[src/rtl/bpred_pkg.sv]
// bpred_pkg: shared definitions for the next-PC branch predictor.
//   - 2-bit saturating counter encodings (SNT/WNT/WT/ST)
//   - default table geometry (IDX_BITS/TAG_BITS)
//   - PC index/tag extraction helpers
//   - saturating counter next-state helper
package bpred_pkg;

    localparam int unsigned IDX_BITS_DEF = 32'd6;
    localparam int unsigned TAG_BITS_DEF = 32'd8;

    // Direction counter encodings; bit 1 is the predicted direction.
    typedef enum logic [1:0] {
        SNT = 2'b00,  // strongly not-taken
        WNT = 2'b01,  // weakly not-taken
        WT  = 2'b10,  // weakly taken
        ST  = 2'b11   // strongly taken
    } ctr_e;

    // Extract a right-justified bit field of 'width' bits starting at 'lsb'.
    function automatic logic [31:0] pc_field(input logic [31:0] pc,
                                             input int unsigned lsb,
                                             input int unsigned width);
        logic [31:0] mask_v;
        if (width >= 32'd32) begin
            mask_v = 32'hFFFF_FFFF;
        end else begin
            mask_v = (32'd1 << width) - 32'd1;
        end
        return (pc >> lsb) & mask_v;
    endfunction

    // Table index: pc[idx_bits+1:2]; the two byte-offset bits are ignored.
    function automatic logic [31:0] pc_idx(input logic [31:0] pc,
                                           input int unsigned idx_bits);
        return pc_field(pc, 32'd2, idx_bits);
    endfunction

    // Partial tag: the tag_bits immediately above the index.
    function automatic logic [31:0] pc_tag(input logic [31:0] pc,
                                           input int unsigned idx_bits,
                                           input int unsigned tag_bits);
        return pc_field(pc, idx_bits + 32'd2, tag_bits);
    endfunction

    // Saturating 2-bit counter step towards the resolved direction.
    function automatic logic [1:0] ctr_next(input logic [1:0] ctr,
                                            input logic taken);
        logic [1:0] nxt_v;
        case (ctr)
            SNT:     nxt_v = taken ? WNT : SNT;
            WNT:     nxt_v = taken ? WT  : SNT;
            WT:      nxt_v = taken ? ST  : WNT;
            ST:      nxt_v = taken ? ST  : WT;
            default: nxt_v = ctr;
        endcase
        return nxt_v;
    endfunction

endpackage

[src/rtl/m_bpred_table.sv]
// m_bpred_table: direct-mapped BTB storage.
//   Holds a valid vector (asynchronously cleared) and non-reset tag, target
//   and counter arrays.
// Ports:
//   clk, rst_n           clock, asynchronous active-low reset (valid bits only)
//   rd_idx -> rd_*       combinational lookup read port
//   ur_idx -> ur_*       combinational read of the entry being trained, so the
//                        owner can make its read-modify-write decision
//   wr_en/wr_idx/wr_*    single write port; a write always marks the entry valid
module m_bpred_table
    import bpred_pkg::*;
#(
    parameter int unsigned IDX_BITS = IDX_BITS_DEF,
    parameter int unsigned TAG_BITS = TAG_BITS_DEF
) (
    input  logic                clk,
    input  logic                rst_n,
    input  logic [IDX_BITS-1:0] rd_idx,
    output logic                rd_valid,
    output logic [TAG_BITS-1:0] rd_tag,
    output logic [31:0]         rd_target,
    output logic [1:0]          rd_ctr,
    input  logic [IDX_BITS-1:0] ur_idx,
    output logic                ur_valid,
    output logic [TAG_BITS-1:0] ur_tag,
    output logic [31:0]         ur_target,
    output logic [1:0]          ur_ctr,
    input  logic                wr_en,
    input  logic [IDX_BITS-1:0] wr_idx,
    input  logic [TAG_BITS-1:0] wr_tag,
    input  logic [31:0]         wr_target,
    input  logic [1:0]          wr_ctr
);

    localparam int unsigned ENTRIES = 32'd1 << IDX_BITS;

    logic [ENTRIES-1:0]  valid_r;
    logic [TAG_BITS-1:0] tag_r    [ENTRIES];
    logic [31:0]         target_r [ENTRIES];
    logic [1:0]          ctr_r    [ENTRIES];

    // Valid bits: the only table state that reset touches.
    always_ff @(posedge clk or negedge rst_n) begin
        if (!rst_n) begin
            valid_r <= {ENTRIES{1'b0}};
        end else if (wr_en) begin
            valid_r[wr_idx] <= 1'b1;
        end else begin
            valid_r <= valid_r;
        end
    end

    // Payload arrays: no reset, contents are qualified by valid_r.
    always_ff @(posedge clk) begin
        if (wr_en) begin
            tag_r[wr_idx]    <= wr_tag;
            target_r[wr_idx] <= wr_target;
            ctr_r[wr_idx]    <= wr_ctr;
        end
    end

    assign rd_valid  = valid_r[rd_idx];
    assign rd_tag    = tag_r[rd_idx];
    assign rd_target = target_r[rd_idx];
    assign rd_ctr    = ctr_r[rd_idx];

    assign ur_valid  = valid_r[ur_idx];
    assign ur_tag    = tag_r[ur_idx];
    assign ur_target = target_r[ur_idx];
    assign ur_ctr    = ctr_r[ur_idx];

endmodule

[src/rtl/m_branch_predictor.sv]
// m_branch_predictor: next-PC predictor in front of fetch. Direct-mapped BTB
// with a 2-bit saturating direction counter per entry. The prediction is
// registered so it lines up with the synchronous instruction-memory word for
// the same PC; training comes from the memory stage on branch resolution.
// Optional build macro: BPRED_BYPASS_EN -- a lookup that hits the index being
// written on the same edge sees the post-update entry instead of the old one.
// Ports:
//   clk, rst_n, ce                 clock, async active-low reset, clock enable
//   lookup_pc                      fetch PC this cycle
//   pred_hit/pred_taken/pred_target registered prediction for previous lookup_pc
//   upd_valid/upd_pc/upd_taken/upd_target  branch resolution training input
module m_branch_predictor
    import bpred_pkg::*;
#(
    parameter int unsigned IDX_BITS = IDX_BITS_DEF,
    parameter int unsigned TAG_BITS = TAG_BITS_DEF,
    parameter logic [1:0]  CTR_INIT = 2'b10
) (
    input  logic        clk,
    input  logic        rst_n,
    input  logic        ce,
    input  logic [31:0] lookup_pc,
    output logic        pred_hit,
    output logic        pred_taken,
    output logic [31:0] pred_target,
    input  logic        upd_valid,
    input  logic [31:0] upd_pc,
    input  logic        upd_taken,
    input  logic [31:0] upd_target
);

    logic [IDX_BITS-1:0] lk_idx_s;
    logic [TAG_BITS-1:0] lk_tag_s;
    logic [IDX_BITS-1:0] up_idx_s;
    logic [TAG_BITS-1:0] up_tag_s;

    logic                rd_valid_s;
    logic [TAG_BITS-1:0] rd_tag_s;
    logic [31:0]         rd_target_s;
    logic [1:0]          rd_ctr_s;

    logic                ur_valid_s;
    logic [TAG_BITS-1:0] ur_tag_s;
    logic [31:0]         ur_target_s;
    logic [1:0]          ur_ctr_s;

    logic                up_hit_s;
    logic                wr_en_s;
    logic [TAG_BITS-1:0] wr_tag_s;
    logic [31:0]         wr_target_s;
    logic [1:0]          wr_ctr_s;

    logic                view_valid_s;
    logic [TAG_BITS-1:0] view_tag_s;
    logic [31:0]         view_target_s;
    logic [1:0]          view_ctr_s;

    logic                hit_s;
    logic                taken_s;
    logic [31:0]         target_s;

    assign lk_idx_s = IDX_BITS'(pc_idx(lookup_pc, IDX_BITS));
    assign lk_tag_s = TAG_BITS'(pc_tag(lookup_pc, IDX_BITS, TAG_BITS));
    assign up_idx_s = IDX_BITS'(pc_idx(upd_pc, IDX_BITS));
    assign up_tag_s = TAG_BITS'(pc_tag(upd_pc, IDX_BITS, TAG_BITS));

    m_bpred_table #(
        .IDX_BITS (IDX_BITS),
        .TAG_BITS (TAG_BITS)
    ) u_table (
        .clk       (clk),
        .rst_n     (rst_n),
        .rd_idx    (lk_idx_s),
        .rd_valid  (rd_valid_s),
        .rd_tag    (rd_tag_s),
        .rd_target (rd_target_s),
        .rd_ctr    (rd_ctr_s),
        .ur_idx    (up_idx_s),
        .ur_valid  (ur_valid_s),
        .ur_tag    (ur_tag_s),
        .ur_target (ur_target_s),
        .ur_ctr    (ur_ctr_s),
        .wr_en     (wr_en_s),
        .wr_idx    (up_idx_s),
        .wr_tag    (wr_tag_s),
        .wr_target (wr_target_s),
        .wr_ctr    (wr_ctr_s)
    );

    assign up_hit_s = ur_valid_s && (ur_tag_s == up_tag_s);

    // Training decision: train on hit, allocate on taken miss, ignore a
    // not-taken miss. A not-taken hit keeps the old target so a later
    // taken prediction still has a destination.
    always_comb begin
        wr_en_s     = 1'b0;
        wr_tag_s    = up_tag_s;
        wr_target_s = ur_target_s;
        wr_ctr_s    = ur_ctr_s;
        if (ce && upd_valid) begin
            if (up_hit_s) begin
                wr_en_s     = 1'b1;
                wr_ctr_s    = ctr_next(ur_ctr_s, upd_taken);
                wr_target_s = upd_taken ? upd_target : ur_target_s;
            end else if (upd_taken) begin
                wr_en_s     = 1'b1;
                wr_ctr_s    = CTR_INIT;
                wr_target_s = upd_target;
            end else begin
                wr_en_s     = 1'b0;
            end
        end else begin
            wr_en_s = 1'b0;
        end
    end

    // Entry seen by the lookup: stored entry, or the entry being written
    // this edge when same-index forwarding is built in.
    always_comb begin
        view_valid_s  = rd_valid_s;
        view_tag_s    = rd_tag_s;
        view_target_s = rd_target_s;
        view_ctr_s    = rd_ctr_s;
`ifdef BPRED_BYPASS_EN
        if (wr_en_s && (up_idx_s == lk_idx_s)) begin
            view_valid_s  = 1'b1;
            view_tag_s    = wr_tag_s;
            view_target_s = wr_target_s;
            view_ctr_s    = wr_ctr_s;
        end else begin
            view_valid_s  = rd_valid_s;
        end
`endif
    end

    // Prediction from the selected entry; fall-through is 32-bit modulo.
    always_comb begin
        hit_s   = view_valid_s && (view_tag_s == lk_tag_s);
        taken_s = hit_s && view_ctr_s[1];
        if (taken_s) begin
            target_s = view_target_s;
        end else begin
            target_s = lookup_pc + 32'd4;
        end
    end

    // Registered prediction outputs; frozen while ce is low.
    always_ff @(posedge clk or negedge rst_n) begin
        if (!rst_n) begin
            pred_hit    <= 1'b0;
            pred_taken  <= 1'b0;
            pred_target <= 32'd0;
        end else if (ce) begin
            pred_hit    <= hit_s;
            pred_taken  <= taken_s;
            pred_target <= target_s;
        end else begin
            pred_hit    <= pred_hit;
            pred_taken  <= pred_taken;
            pred_target <= pred_target;
        end
    end

endmodule

[config.mk]
export PLATFORM = sky130hd
export DESIGN_NAME = m_branch_predictor
export DESIGN_NICKNAME = d
export VERILOG_FILES = /design/src/rtl/bpred_pkg.sv /design/src/rtl/m_bpred_table.sv /design/src/rtl/m_branch_predictor.sv
export SDC_FILE = /design/constraint.sdc
export NUM_CORES = 2
export LEC_CHECK = 0
export BUFFER_PORTS_ARGS = -buffer_cell sky130_fd_sc_hd__buf_2
export CORE_AREA = 2 2 434 608
export CTS_CLUSTER_DIAMETER = 40
export DETAILED_ROUTE_END_ITERATION = 8
export DIE_AREA = 0 0 436 610
export HOLD_SLACK_MARGIN = 0.02
export MAX_ROUTING_LAYER = met4
export PLACE_DENSITY = 0.63
export SLEW_MARGIN = 20
export SYNTH_ARGS = -nofsm -noshare
export SYNTH_HDL_FRONTEND = slang
export SYNTH_HIERARCHICAL = 1
export SYNTH_SLANG_ARGS = --single-unit
[constraint.sdc]
create_clock -name clk -period 6.3 [get_ports clk]
set_input_delay 1.575 -clock clk [delete_from_list [all_inputs] [get_ports clk]]
set_output_delay 1.575 -clock clk [all_outputs]
set_load 0.01 [all_outputs]
Yosys cells after proc, flatten, opt, wreduce, memory -nomap -nowiden

Memories as Yosys holds them, arrays and structs flattened.
Index checks and enable logic that the tools add are counted.
Widths: inputs -> output; s select.

Add/subtract/negate cells: 1
$lt $le $gt $ge: 3
Equality and inequality tests: 7
Multiplexer cells: 22
Bitwise logic cells: 1
Reductions and logical operators: 7

Operator list:

| operator              | number |
|---|---|
| $mux 32               | 3 |
| $or 64x64->64         | 1 |
| $add 32x3->32 const B | 1 |
| $eq 8x8->1            | 2 |
| $lt 6x7->1 const B    | 2 |
| $bmux 1 s6            | 2 |
| $mux 1                | 10 |
| $mux 2                | 5 |
| $pmux 2 s4            | 1 |
| $demux 1 s6           | 1 |
| $ge 6x1->1 const B    | 1 |
| $logic_and 1x1->1     | 5 |
| $eq 2x2->1 const B    | 2 |
| $reduce_and 3->1      | 1 |
| $eq 2x1->1 const B    | 1 |
| $logic_not 2->1       | 1 |
| $ne 2x2->1 const B    | 1 |
| $ne 1x1->1 const B    | 1 |

Register bits after elaboration: 98
Memory bits (writable): 2688
Input port bits: 101
Memories kept: 3

Memories:

| memory           | words | bits a word | read ports | clocked after Yosys merged registers in | write ports | RTL line            | RTL |
|---|---|---|---|---|---|---|---|
| u_table.target_r | 64    | 32          | 1          | 0                                       | 1           | m_bpred_table.sv:39 | `logic [31:0] target_r [ENTRIES];` |
| u_table.tag_r    | 64    | 8           | 2          | 0                                       | 1           | m_bpred_table.sv:38 | `logic [TAG_BITS-1:0] tag_r [ENTRIES];` |
| u_table.ctr_r    | 64    | 2           | 2          | 0                                       | 1           | m_bpred_table.sv:40 | `logic [1:0] ctr_r [ENTRIES];` |

Longest topological paths before layout

Depth in word-level cells: 8
Gate-level depth with buffers: 19
Mapped depth without buffers: 13

Cells and area by module

Netlist, hierarchy kept.

By module, submodules not included:

| module             | instances | cells each | area each (um2) |
|---|---|---|---|
| m_bpred_table      | 1         | 5780       | 126742.8 |
| m_branch_predictor | 1         | 325        | 2795.2 |

Least setup slack after synthesis

OpenSTA, ideal clock, no wires.

Path type: input -> register
Start point: in upd_pc[2]
End point: mem u_table.ctr_r[0][0], data pin
Library setup time: 0.702 ns
Arrival: 6.902 ns
Slack: -1.303 ns
Stages: 10
Cell sequence: buf_2 -> buf_2 -> buf_2 -> mux4_2 -> mux4_2 -> a221o_1 -> xnor2_1 -> nand3_1 -> or4_1 -> o21ai_0

Cells in the longest elaborated chain, start to end: 5

RTL lines:

| element            | RTL line                  | RTL |
|---|---|---|
| start: declaration | m_branch_predictor.sv:27  | `input logic [31:0] upd_pc,` |
| $mem_v2 64x8       | --                        |  |
| net ur_tag_s[2]    | m_branch_predictor.sv:43  | `logic [TAG_BITS-1:0] ur_tag_s;` |
| $eq 8x8->1         | m_branch_predictor.sv:90  | `assign up_hit_s = ur_valid_s && (ur_tag_s == up_tag_s);` |
| $logic_and 1x1->1  | m_branch_predictor.sv:90  |  |
| $mux 2             | m_branch_predictor.sv:101 | `if (up_hit_s) begin` |
| $mux 2             | m_branch_predictor.sv:100 | `if (ce && upd_valid) begin` |
| net wr_ctr_s[0]    | m_branch_predictor.sv:51  | `logic [1:0] wr_ctr_s;` |
| end: declaration   | m_bpred_table.sv:40       |  |

The timed path passes the listed nets, and every way through them passes these cells. The select of a mux whose other input is x is not followed.

Final worst setup path

Start point: in upd_pc[2]
End point: mem u_table.target_r[22][18] (enable)

Cells in the longest elaborated chain, start to end: 8

RTL lines:

| element                           | RTL line                  | RTL |
|---|---|---|
| $mem_v2 64x8                      | --                        |  |
| net ur_tag_s[0]                   | m_branch_predictor.sv:43  |  |
| $eq 8x8->1                        | m_branch_predictor.sv:90  |  |
| $logic_and 1x1->1                 | m_branch_predictor.sv:90  |  |
| $mux 1                            | m_branch_predictor.sv:101 |  |
| $mux 1                            | m_branch_predictor.sv:100 |  |
| net wr_en_s                       | m_branch_predictor.sv:48  | `logic wr_en_s;` |
| $mux 1                            | m_bpred_table.sv:55       | `if (wr_en) begin` |
| $mux 1 (implied by the code)      | m_bpred_table.sv:57       | `target_r[wr_idx] <= wr_target;` |
| $reduce_and 3->1 (no source line) | --                        |  |
| end: declaration                  | m_bpred_table.sv:39       |  |

The timed path passes the listed nets, and every way through them passes these cells. The select of a mux whose other input is x is not followed.

==> flow_summary.yaml <==
hold_path:
  whs_path_depth: 2
  min_from: "pred_target[16]$_DFFE_PN0P_"
  min_to: "pred_target[16]$_DFFE_PN0P_"
  hold_path_class: "reg -> reg"
sta:
  setup_viol: 0
  fin_setup_tns_ps: 0
  max_slew_margin_pct: 21.2
  fin_crit_sh_pct: 86.5
  rsz0062_at_grt: "no"
  fmax_ghz: 0.184
  hold_ws_ps: 482
  drv_slew: 0
  clock_skew_ps: 62.3
  hold_viol: 0
  period_minus_slack_ps: 5450
  tightestPinTransition_ps: 1180
synth:
  synth_warnings: 6
  synth.avg_cell_area_um2: 21.2
  syn_area_um2: 129000
  syn_nets: 6184
  netlist_instances: 6082
setup_path:
  cp-start-kind: "primary input"
  crit_chain: "buf_8 -> buf_12 -> buf_4 -> buf_4 -> mux4_2 -> nand2_1 -> nand2_1 -> o21ai_0 -> o221ai_1 -> xnor2_1 -> buf_4 -> nand4_1 -> or4_1 -> buf_4 -> nand2_1 -> nor2b_1 -> buf_4 -> nand3_2 -> buf_12 -> nor2_4 -> buf_12"
  required_ps: 6870
  r2r_setup_slack_ps: 1610
  slowest_stage: "mux4_2"
  worst-path-buf-inv: 9
  r2r_start: "u_table/tag_r[41][2]$_DFFE_PP_"
  cpMostUsedCell: "buf_4"
  cp_max_fo: 20
  regToRegEndpoint: "u_table/target_r[22][18]$_DFFE_PP_"
  crit_arrival_ps: 6020
  criticalPathCategory: "in -> reg"
  worst_setup_path_end_kind: "register"
  max_stage_delay_ps: 510
  rr_worst_depth: 15
  cp_top_family: "buffers and inverters"
  path_depth: 21
place:
  portBuffers: 116
  place_area_um2: 140000
  dp_cells: 9754
  place_hpwl_um: 265000
  place.gp.congestion: 0.884
grt:
  grt_pass1_wl_um: 583000
  grt_use_total_pct: 32.5
  antenna_found_initial: 24
  grt_max_degree: 108
  grt-ovfl-total: 0
  grt_pass1_vias: 74500
clock_tree:
  clockBufferDepth: 4
  clockRootBuffer: "clkbuf_16"
  cts_hold_buffers: 0
  clk-insertion-delay-late_ps: 900
  cts_buffers: 327
  cts_tree: "built"
  postCtsResizedCells: 0
  clock_sinks: 2786
  htreeDepth: 5
  cts.clk_slew.worst_paths_ps: 60
  postCtsSetupBuffers: 0
layout:
  drive_gt1_share_pct: 43.7
  instances_no_fill: 10400
  final_cell_area_um2: 151000
  finalNetCount: 6714
  fillCellCount: 19000
  syn_to_final_growth_pct: 17.2
floorplanning:
  die_area_um2: 266000
  core_area_um2: 261000
  initial_core_util_pct: 49.5
  io_pins: 135
  die_w_um: 436
  fp.dieH_um: 610
  rows: 222
pwr:
  p_leak_nw: 48.7
  peakVddDrop_v: 0.000253
  power.total_mw: 43.9
  powerDensity_nw_per_um2: 291
detailed_routing:
  wl_per_cell_um: 40.6
  drc_errors: 0
  dr.pass1.iters: 5
  drtAntennaViolNets: 0
  dr.first_iter.drc_count: 10400
  routed_via_density: 7.03
  routed-via-count: 72900
  routed_wirelength_um: 420000
run:
  max_cap_viol_count: 0
status:
  status: "complete, no violations"
through the flow:
step / utilization (%) / worst slack, ps
after global placement: 53.8 / 6.00
final: 58.0 / 853
after floorplan: - / -680
after detailed placement: 53.8 / -0.997
after global routing: 58.0 / 670
after CTS: 58.0 / 908
worst min-delay path: cells and delay by family, from the launching register on:
kind / cells / cell delay [ps]
AND/OR/NAND/NOR: 2 / 110
flip-flops: 1 / 340
flip-flops by register name, indices dropped and copies added (netlist names):
register,cells
u_table/tag_r,512
u_table/valid_r,64
pred_taken,1
pred_hit,1
u_table/ctr_r,128
u_table/target_r,2048
pred_target,32
how the worst max path moves through the flow:
stage,start,to
final,upd_pc[2],u_table/target_r[22][18]$_DFFE_PP_
after global routing,upd_pc[2],u_table/target_r[6][5]$_DFFE_PP_
after CTS,upd_pc[2],u_table/target_r[22][30]$_DFFE_PP_
after detailed placement,upd_pc[2],u_table/target_r[22][28]$_DFFE_PP_
after global placement,upd_pc[2],u_table/target_r[22][14]$_DFFE_PP_
after floorplan,upd_pc[2],u_table/ctr_r[11][0]$_DFFE_PP_
power breakdown:
group          switching [mW]  internal, mW  total (mW)
sequential             0.0473          20.8        20.9
clock                    7.95          11.2        19.2
combinational            2.33          1.54        3.88
total                    10.3          33.6        43.9
routing by layer:
layer / share of wire (%) / track usage, % / vias to the layer above / wire [µm]
met2: 50 / 52.8 / 4444 / 211000
met1: 35 / 40.4 / 39700 / 148000
met5: 0 / - / - / 0
met4: 5.2 / 14.1 / 0 / 22100
li1: - / - / 27800 / -
met3: 9.4 / 5.80 / 915 / 39600
layout make-up:
class / count / area, µm² / area share [%]
tap: 3472 / 4340 / 2.87
timing repair buffer: 683 / 8620 / 5.70
inverter: 13 / 58.8 / 0.0389
sequential: 2786 / 83200 / 55.0
multi-input combinational: 2801 / 44100 / 29.2
clock inverter: 207 / 2240 / 1.48
clock buffer: 386 / 8650 / 5.72
antenna: 16 / 40.0 / 0.0265
cell usage in the layout, fill, tap and decap left out, types with 22 or more instances in the layout:
cell        count
nor2_4         68
mux4_2       1556
buf_4         275
clkinv_2       27
a221o_1        23
a21oi_1        72
inv_6          30
o221ai_1       37
clkbuf_16     336
mux2i_1       162
clkinv_1       42
mux2_2         87
nor2b_1        36
buf_2         105
dfrtp_1        98
clkinvlp_4     26
clkinv_4       28
nand2_1       218
clkbuf_1       45
a22oi_1        60
bufinv_16      31
o22ai_1        33
nor2_1         30
a211oi_1       22
a22o_1         23
or2_2          67
o211ai_1       26
edfxtp_1     2688
buf_12        294
nand3_1        53
o21ai_0        45
(Power assumes the default switching activity.)
